### src/rtl/gaussian_clt_stream_if.sv
`default_nettype none
// ============================================================================
// gaussian_clt_stream_if : valid/ready output stream of the CLT noise source
// Rev 1.0
// ============================================================================
interface gaussian_clt_stream_if #(
    parameter int OUT_W = 16
);
    logic             out_valid;
    logic             out_ready;
    logic [OUT_W-1:0] out_data;
    logic             out_sat;

    modport master (output out_valid, output out_data, output out_sat, input out_ready);
    modport slave  (input out_valid, input out_data, input out_sat, output out_ready);
endinterface
`default_nettype wire

### src/rtl/gaussian_clt_stream.sv
`default_nettype none
// ============================================================================
// gaussian_clt_stream : sliding-window CLT Gaussian noise source, scaled and
//                       saturated to a signed Q1.(OUT_W-1) valid/ready stream
// Rev 1.0
// ============================================================================
module gaussian_clt_stream #(
    parameter int          N_TAPS = 12,
    parameter int          U_W    = 8,
    parameter int          OUT_W  = 16,
    parameter int          SHIFT  = 4,
    parameter logic [15:0] SEED   = 16'hACE1
) (
    input  wire logic           clk,
    input  wire logic           rst_n,
    input  wire logic           enable,
    input  wire logic           src_sel,
    input  wire logic [U_W-1:0] ext_sample,
    input  wire logic           seed_load,
    input  wire logic [15:0]    seed_in,
    gaussian_clt_stream_if.master out_if
);
    localparam int CNT_W = $clog2(N_TAPS + 1);
    localparam int SUM_W = U_W + $clog2(N_TAPS) + 1;
    localparam int CEN_W = SUM_W + 1;
    localparam int SCL_W = (CEN_W + SHIFT > OUT_W + 1) ? CEN_W + SHIFT : OUT_W + 1;

    localparam logic [15:0]              c_poly      = 16'hB400;
    localparam logic [15:0]              c_seed_safe = (SEED == 16'h0000) ? 16'h0001 : SEED;
    localparam logic [CNT_W-1:0]         c_last_fill = CNT_W'(N_TAPS - 1);
    localparam logic signed [CEN_W-1:0]  c_mid       = CEN_W'(N_TAPS) <<< (U_W - 1);
    localparam logic signed [SCL_W-1:0]  c_max       = {{(SCL_W-OUT_W+1){1'b0}}, {(OUT_W-1){1'b1}}};
    localparam logic signed [SCL_W-1:0]  c_min       = ~c_max;

    typedef enum logic [0:0] {
        S_FILL = 1'b0,
        S_RUN  = 1'b1
    } state_t;

    state_t                      r_state;
    state_t                      w_next_state;
    logic [CNT_W-1:0]            r_fill_cnt;
    logic [N_TAPS-1:0][U_W-1:0]  r_win;
    logic [SUM_W-1:0]            r_sum;
    logic [15:0]                 r_lfsr;
    logic                        r_valid;
    logic [OUT_W-1:0]            r_data;
    logic                        r_sat;

    logic                        w_advance;
    logic                        w_load_out;
    logic [15:0]                 w_lfsr_step;
    logic [U_W-1:0]              w_new;
    logic [U_W-1:0]              w_oldest;
    logic [SUM_W-1:0]            w_sum_next;
    logic signed [CEN_W-1:0]     w_cen;
    logic signed [SCL_W-1:0]     w_scaled;
    logic [OUT_W-1:0]            w_sat_data;
    logic                        w_sat_flag;

    assign w_lfsr_step = {1'b0, r_lfsr[15:1]} ^ (r_lfsr[0] ? c_poly : 16'h0000);
    assign w_new       = src_sel ? ext_sample : r_lfsr[15 -: U_W];
    // Oldest slot is still zero while filling; gating it keeps the sum exact regardless.
    assign w_oldest    = (r_state == S_RUN) ? r_win[N_TAPS-1] : '0;
    assign w_sum_next  = r_sum + SUM_W'(w_new) - SUM_W'(w_oldest);
    assign w_cen       = $signed({1'b0, w_sum_next}) - c_mid;
    assign w_scaled    = SCL_W'(w_cen) <<< SHIFT;

    always_comb begin
        w_sat_flag = 1'b0;
        w_sat_data = w_scaled[OUT_W-1:0];
        if (w_scaled > c_max) begin
            w_sat_flag = 1'b1;
            w_sat_data = {1'b0, {(OUT_W-1){1'b1}}};
        end else if (w_scaled < c_min) begin
            w_sat_flag = 1'b1;
            w_sat_data = {1'b1, {(OUT_W-1){1'b0}}};
        end
    end

    always_comb begin
        w_next_state = r_state;
        w_load_out   = 1'b0;
        w_advance    = enable & ~seed_load & ((r_state == S_FILL) | ~r_valid | out_if.out_ready);
        if (seed_load) begin
            w_next_state = S_FILL;
        end else if (w_advance) begin
            case (r_state)
                S_FILL: begin
                    if (r_fill_cnt == c_last_fill) begin
                        w_load_out   = 1'b1;
                        w_next_state = S_RUN;
                    end
                end
                S_RUN:   w_load_out   = 1'b1;
                default: w_next_state = S_FILL;
            endcase
        end
    end

    always_ff @(posedge clk or negedge rst_n) begin
        if (!rst_n) r_state <= S_FILL;
        else        r_state <= w_next_state;
    end

    always_ff @(posedge clk or negedge rst_n) begin
        if (!rst_n) begin
            r_lfsr     <= c_seed_safe;
            r_win      <= '0;
            r_sum      <= '0;
            r_fill_cnt <= '0;
            r_valid    <= 1'b0;
            r_data     <= '0;
            r_sat      <= 1'b0;
        end else if (seed_load) begin
            r_lfsr     <= (seed_in == 16'h0000) ? 16'h0001 : seed_in;
            r_win      <= '0;
            r_sum      <= '0;
            r_fill_cnt <= '0;
            r_valid    <= 1'b0;
            r_data     <= '0;
            r_sat      <= 1'b0;
        end else if (w_advance) begin
            r_lfsr <= w_lfsr_step;
            r_win  <= {r_win[N_TAPS-2:0], w_new};
            r_sum  <= w_sum_next;
            if (r_state == S_FILL) r_fill_cnt <= r_fill_cnt + CNT_W'(1);
            if (w_load_out) begin
                r_valid <= 1'b1;
                r_data  <= w_sat_data;
                r_sat   <= w_sat_flag;
            end
        end
    end

    assign out_if.out_valid = r_valid;
    assign out_if.out_data  = r_data;
    assign out_if.out_sat   = r_sat;
endmodule
`default_nettype wire

### src/flat_wrapper.sv
// flat-port wrapper written by rule: the top's interface ports become plain ports
module gaussian_clt_stream_flat 
#(
    parameter int          N_TAPS = 12,
    parameter int          U_W    = 8,
    parameter int          OUT_W  = 16,
    parameter int          SHIFT  = 4,
    parameter logic [15:0] SEED   = 16'hACE1
)
  (clk, rst_n, enable, src_sel, ext_sample, seed_load, seed_in, out_if_out_valid, out_if_out_data, out_if_out_sat, out_if_out_ready);
  gaussian_clt_stream_if #(.OUT_W(OUT_W)) out_if_i ();
  input  wire logic clk;
  input  wire logic rst_n;
  input  wire logic enable;
  input  wire logic src_sel;
  input  wire logic [U_W-1:0] ext_sample;
  input  wire logic seed_load;
  input  wire logic [15:0] seed_in;
  output wire logic [$bits(out_if_i.out_valid)-1:0] out_if_out_valid;
  output wire logic [$bits(out_if_i.out_data)-1:0] out_if_out_data;
  output wire logic [$bits(out_if_i.out_sat)-1:0] out_if_out_sat;
  input wire logic [$bits(out_if_i.out_ready)-1:0] out_if_out_ready;
  assign out_if_out_valid = out_if_i.out_valid;
  assign out_if_out_data = out_if_i.out_data;
  assign out_if_out_sat = out_if_i.out_sat;
  assign out_if_i.out_ready = out_if_out_ready;
  gaussian_clt_stream #(.N_TAPS(N_TAPS), .U_W(U_W), .OUT_W(OUT_W), .SHIFT(SHIFT), .SEED(SEED)) u_core (.clk(clk), .rst_n(rst_n), .enable(enable), .src_sel(src_sel), .ext_sample(ext_sample), .seed_load(seed_load), .seed_in(seed_in), .out_if(out_if_i));
endmodule
### config.mk
export PLATFORM = sky130hd
export DESIGN_NAME = gaussian_clt_stream_flat
export DESIGN_NICKNAME = d
export VERILOG_FILES = /design/src/rtl/gaussian_clt_stream_if.sv /design/src/rtl/gaussian_clt_stream.sv /design/src/flat_wrapper.sv
export SDC_FILE = /design/constraint.sdc
export NUM_CORES = 1
export LEC_CHECK = 0
export CAP_MARGIN = 20
export CORE_ASPECT_RATIO = 1.4
export CORE_UTILIZATION = 45
export DETAILED_ROUTE_END_ITERATION = 8
export GPL_TIMING_DRIVEN = 1
export PLACE_DENSITY_LB_ADDON = 0.2
export REMOVE_ABC_BUFFERS = 1
export SYNTH_ARGS = -nofsm -noshare
export SYNTH_HDL_FRONTEND = slang
export SYNTH_SLANG_ARGS = --single-unit
### constraint.sdc
create_clock -name clk -period 4.95 [get_ports clk]
set_clock_uncertainty 0.15 [all_clocks]
set_input_delay 0.495 -clock clk [delete_from_list [all_inputs] [get_ports clk]]
set_output_delay 0.495 -clock clk [all_outputs]
set_load 0.01 [all_outputs]
==> results of run 1 <==
-- per-layer routing --
layer	vias up	GRT usage, %	wire (um)
li1	2682	-	-
met2	111	37.6	8240
met4	0	12.1	721
met3	37	4.75	476
met1	2750	26.5	6830
met5	-	0	0
-- cells by family after synthesis --
family          synth area share (%)
compound gates                  10.2
xor+xnor                        1.62
fa+ha+maj                       4.94
buf+inv                         5.25
flops                           51.7
mux                             1.87
simple gates                    24.4
-- critical path, stage by stage, from the launching register on --
cell and delay (ps):
dfrtp_1 580, and2_1 320, fa_1 530, inv_1 70, fa_1 480, a211oi_1 340, o21a_1 260, o31ai_1 110
a311oi_1 470, inv_1 110, ha_1 260, a211o_4 330, o21ai_2 170, o221ai_1 140
-- Yosys cell counts (3+ instances only) --
master / number / area [um^2]
dfstp_2: 8 / 210
a22oi_1: 3 / 22.5
o31ai_1: 5 / 37.5
o211ai_1: 11 / 82.6
nor2_1: 41 / 154
o22ai_1: 11 / 68.8
nor3_1: 6 / 30.0
inv_1: 37 / 139
dfrtp_1: 137 / 3430
clkbuf_1: 45 / 169
xnor2_1: 7 / 61.3
and2_1: 9 / 56.3
nand2_1: 211 / 792
nand3_1: 105 / 526
buf_1: 3 / 11.3
a21o_1: 4 / 30.0
fa_1: 8 / 160
o31a_1: 3 / 26.3
ha_1: 15 / 188
a21oi_1: 11 / 55.1
a211oi_1: 3 / 22.5
xor2_1: 6 / 52.6
nor4_1: 4 / 25.0
nor2b_1: 5 / 31.3
a31oi_1: 3 / 18.8
o21ai_0: 35 / 175
mux2i_1: 12 / 120
o221ai_1: 5 / 43.8
buf_4: 3 / 22.5
nand2b_1: 3 / 18.8
or3_1: 3 / 18.8
-- through the flow --
step,instance area [um^2],utilization (%),TNS (ps),power [mW]
after CTS,8210,54.3,0,3.89
after floorplan,6800,-,-98830,2.20
final,8210,54.3,0,3.88
after global routing,8210,54.3,0,4.10
after global placement,7600,50.3,0,2.55
after detailed placement,7600,50.3,0,2.59
-- flip-flops by register name, indices dropped and copies added (netlist names) --
| signal | flops |
|---|---|
| u_core.r_lfsr | 16 |
| u_core.r_state | 1 |
| u_core.out_if.out_sat | 1 |
| u_core.r_win | 96 |
| u_core.out_if.out_data | 13 |
| u_core.r_fill_cnt | 4 |
| u_core.out_if.out_valid | 1 |
| u_core.r_sum | 13 |
-- power breakdown --
| part | total (mW) | internal, mW | leakage, nW | switching [mW] |
|---|---|---|---|---|
| combinational | 1.28 | 0.455 | 1.81 | 0.820 |
| clock | 1.29 | 0.812 | 0.294 | 0.482 |
| sequential | 1.31 | 1.26 | 1.96 | 0.0480 |
| total | 3.88 | 2.53 | 4.06 | 1.35 |
-- worst min-delay path by stage --
stage,startpoint,endpoint,slack [ps],cells after the start
6_report,rst_n,u_core.r_win[53],3,1
4_1_cts,rst_n,u_core.r_win[37],60,1
2_1_floorplan,rst_n,u_core.out_if.out_data[10],50,0
3_3_place_gp,u_core.r_win[62],u_core.r_win[70],300,2
5_1_grt,rst_n,u_core.r_win[53],80,1
3_5_place_dp,u_core.r_win[47],u_core.r_win[55],300,2
-- final cells by class --
class                      instances  area (um^2)
clock buffer                      25          505
clock inverter                     7         98.8
fill                            1420         6910
inverter                          37          140
multi-input combinational        554         3050
sequential                       145         3640
tap                              192          240
timing repair buffer              56          539
==> out/qor.yml, run 1 <==
htreeDepth: 4
rsz0062_at_grt: "no"
r2r-end: "u_core.out_if.out_data[14]"
r2r_cells: 13
dr.pass1.iters: 7
track_usage_pct: 22.3
worstSetupStartpointType: "flip-flop"
cts.repair.resized: 0
dp_cells: 984
layout.cells.non_filler: 1016
synth_cell_types: 53
dieArea_um2: 16100
fin_crit_ps: 4450
clkTransAtPathRegs_ps: 60
async_flop_share_pct: 100
seq_area_frac_synth_pct: 51.7
via_per_inst: 5.49
rows: 53
outcome: "complete, no violations"
final_nets: 864
worst_slack_ps: 495
hold_viol: 0
ys_ff_latch: 145
setup_viol: 0
syn_to_final_growth_pct: 16.7
end_kind: "flip-flop"
grt_pass1_vias: 5713
antenna_found_initial: 0
globalplace.congestion: 0.886
final_antenna_net_count: 0
hold_path.class: "in -> async"
cp.arrival_ps: 4580
syn_inst: 790
fmax_ghz: 0.224
clockBufferDepth: 2
synth_edf_count: 0
hold_buffers: 0
drtIter0Drc: 324
preCtsSetupSlack_ps: 220
core_area_um2: 15100
min_period_over_period_pct: 90.0
hpwl_mm: 10.9
portBuffers: 47
yosys_most_used_dff: "dfrtp_1"
die_h_um: 150
crit_required_ps: 5070
syn_area_per_cell_um2: 8.90
path_class: "reg -> reg"
drv_slew: 0
drc_errors: 0
wl_per_cell_um: 16.0
die_w_um: 108
yosysWarnings: 0
startpoint: "u_core.r_state"
start_util_pct: 46.5
drt_wl_total_mm: 16.3
drive_gt1_share_pct: 7.28
diodes: 0
vdd.ir_drop.worst_mv: 0.223
syn-cell-area_um2: 7030
cts_root_buf: "clkbuf_16"
leakage_nw: 4.06
timing.rr.start: "u_core.r_state"
worst_pin_slew_ps: 879
cellPowerDensity_nw_per_um2: 472
cts_tree: "yes"
cp_max_fo: 13
dr_total_vias: 5580
insertion_delay_ps: 420
grt_start_max_net_pins: 101
slew_headroom_pct: 41.4
final_common_cell: "nand2_1"
cts_num_sinks: 145
crit_end: "u_core.out_if.out_data[14]"
grt_pass1_wl_mm: 27.8
drv_cap: 0
post_cts_buffers: 0
num_io_pins: 48
final_cell_mix: "nand2_1, dfrtp_1, nand3_1, clkdlybuf4s50_1, nor2_1"
hold_ws_ps: 3.23
cts_inserted_buffers: 17
grt-ovfl-total: 0
reg2reg_slack_ps: 500
Note: power is estimated with default switching activity, not from simulation.
==> run 2, diff against run 1 <==
Settings changed: CAP_MARGIN 20 to 0.
==> results of run 2 <==
Final layout, timing and power as in run 1 (identical DEF).
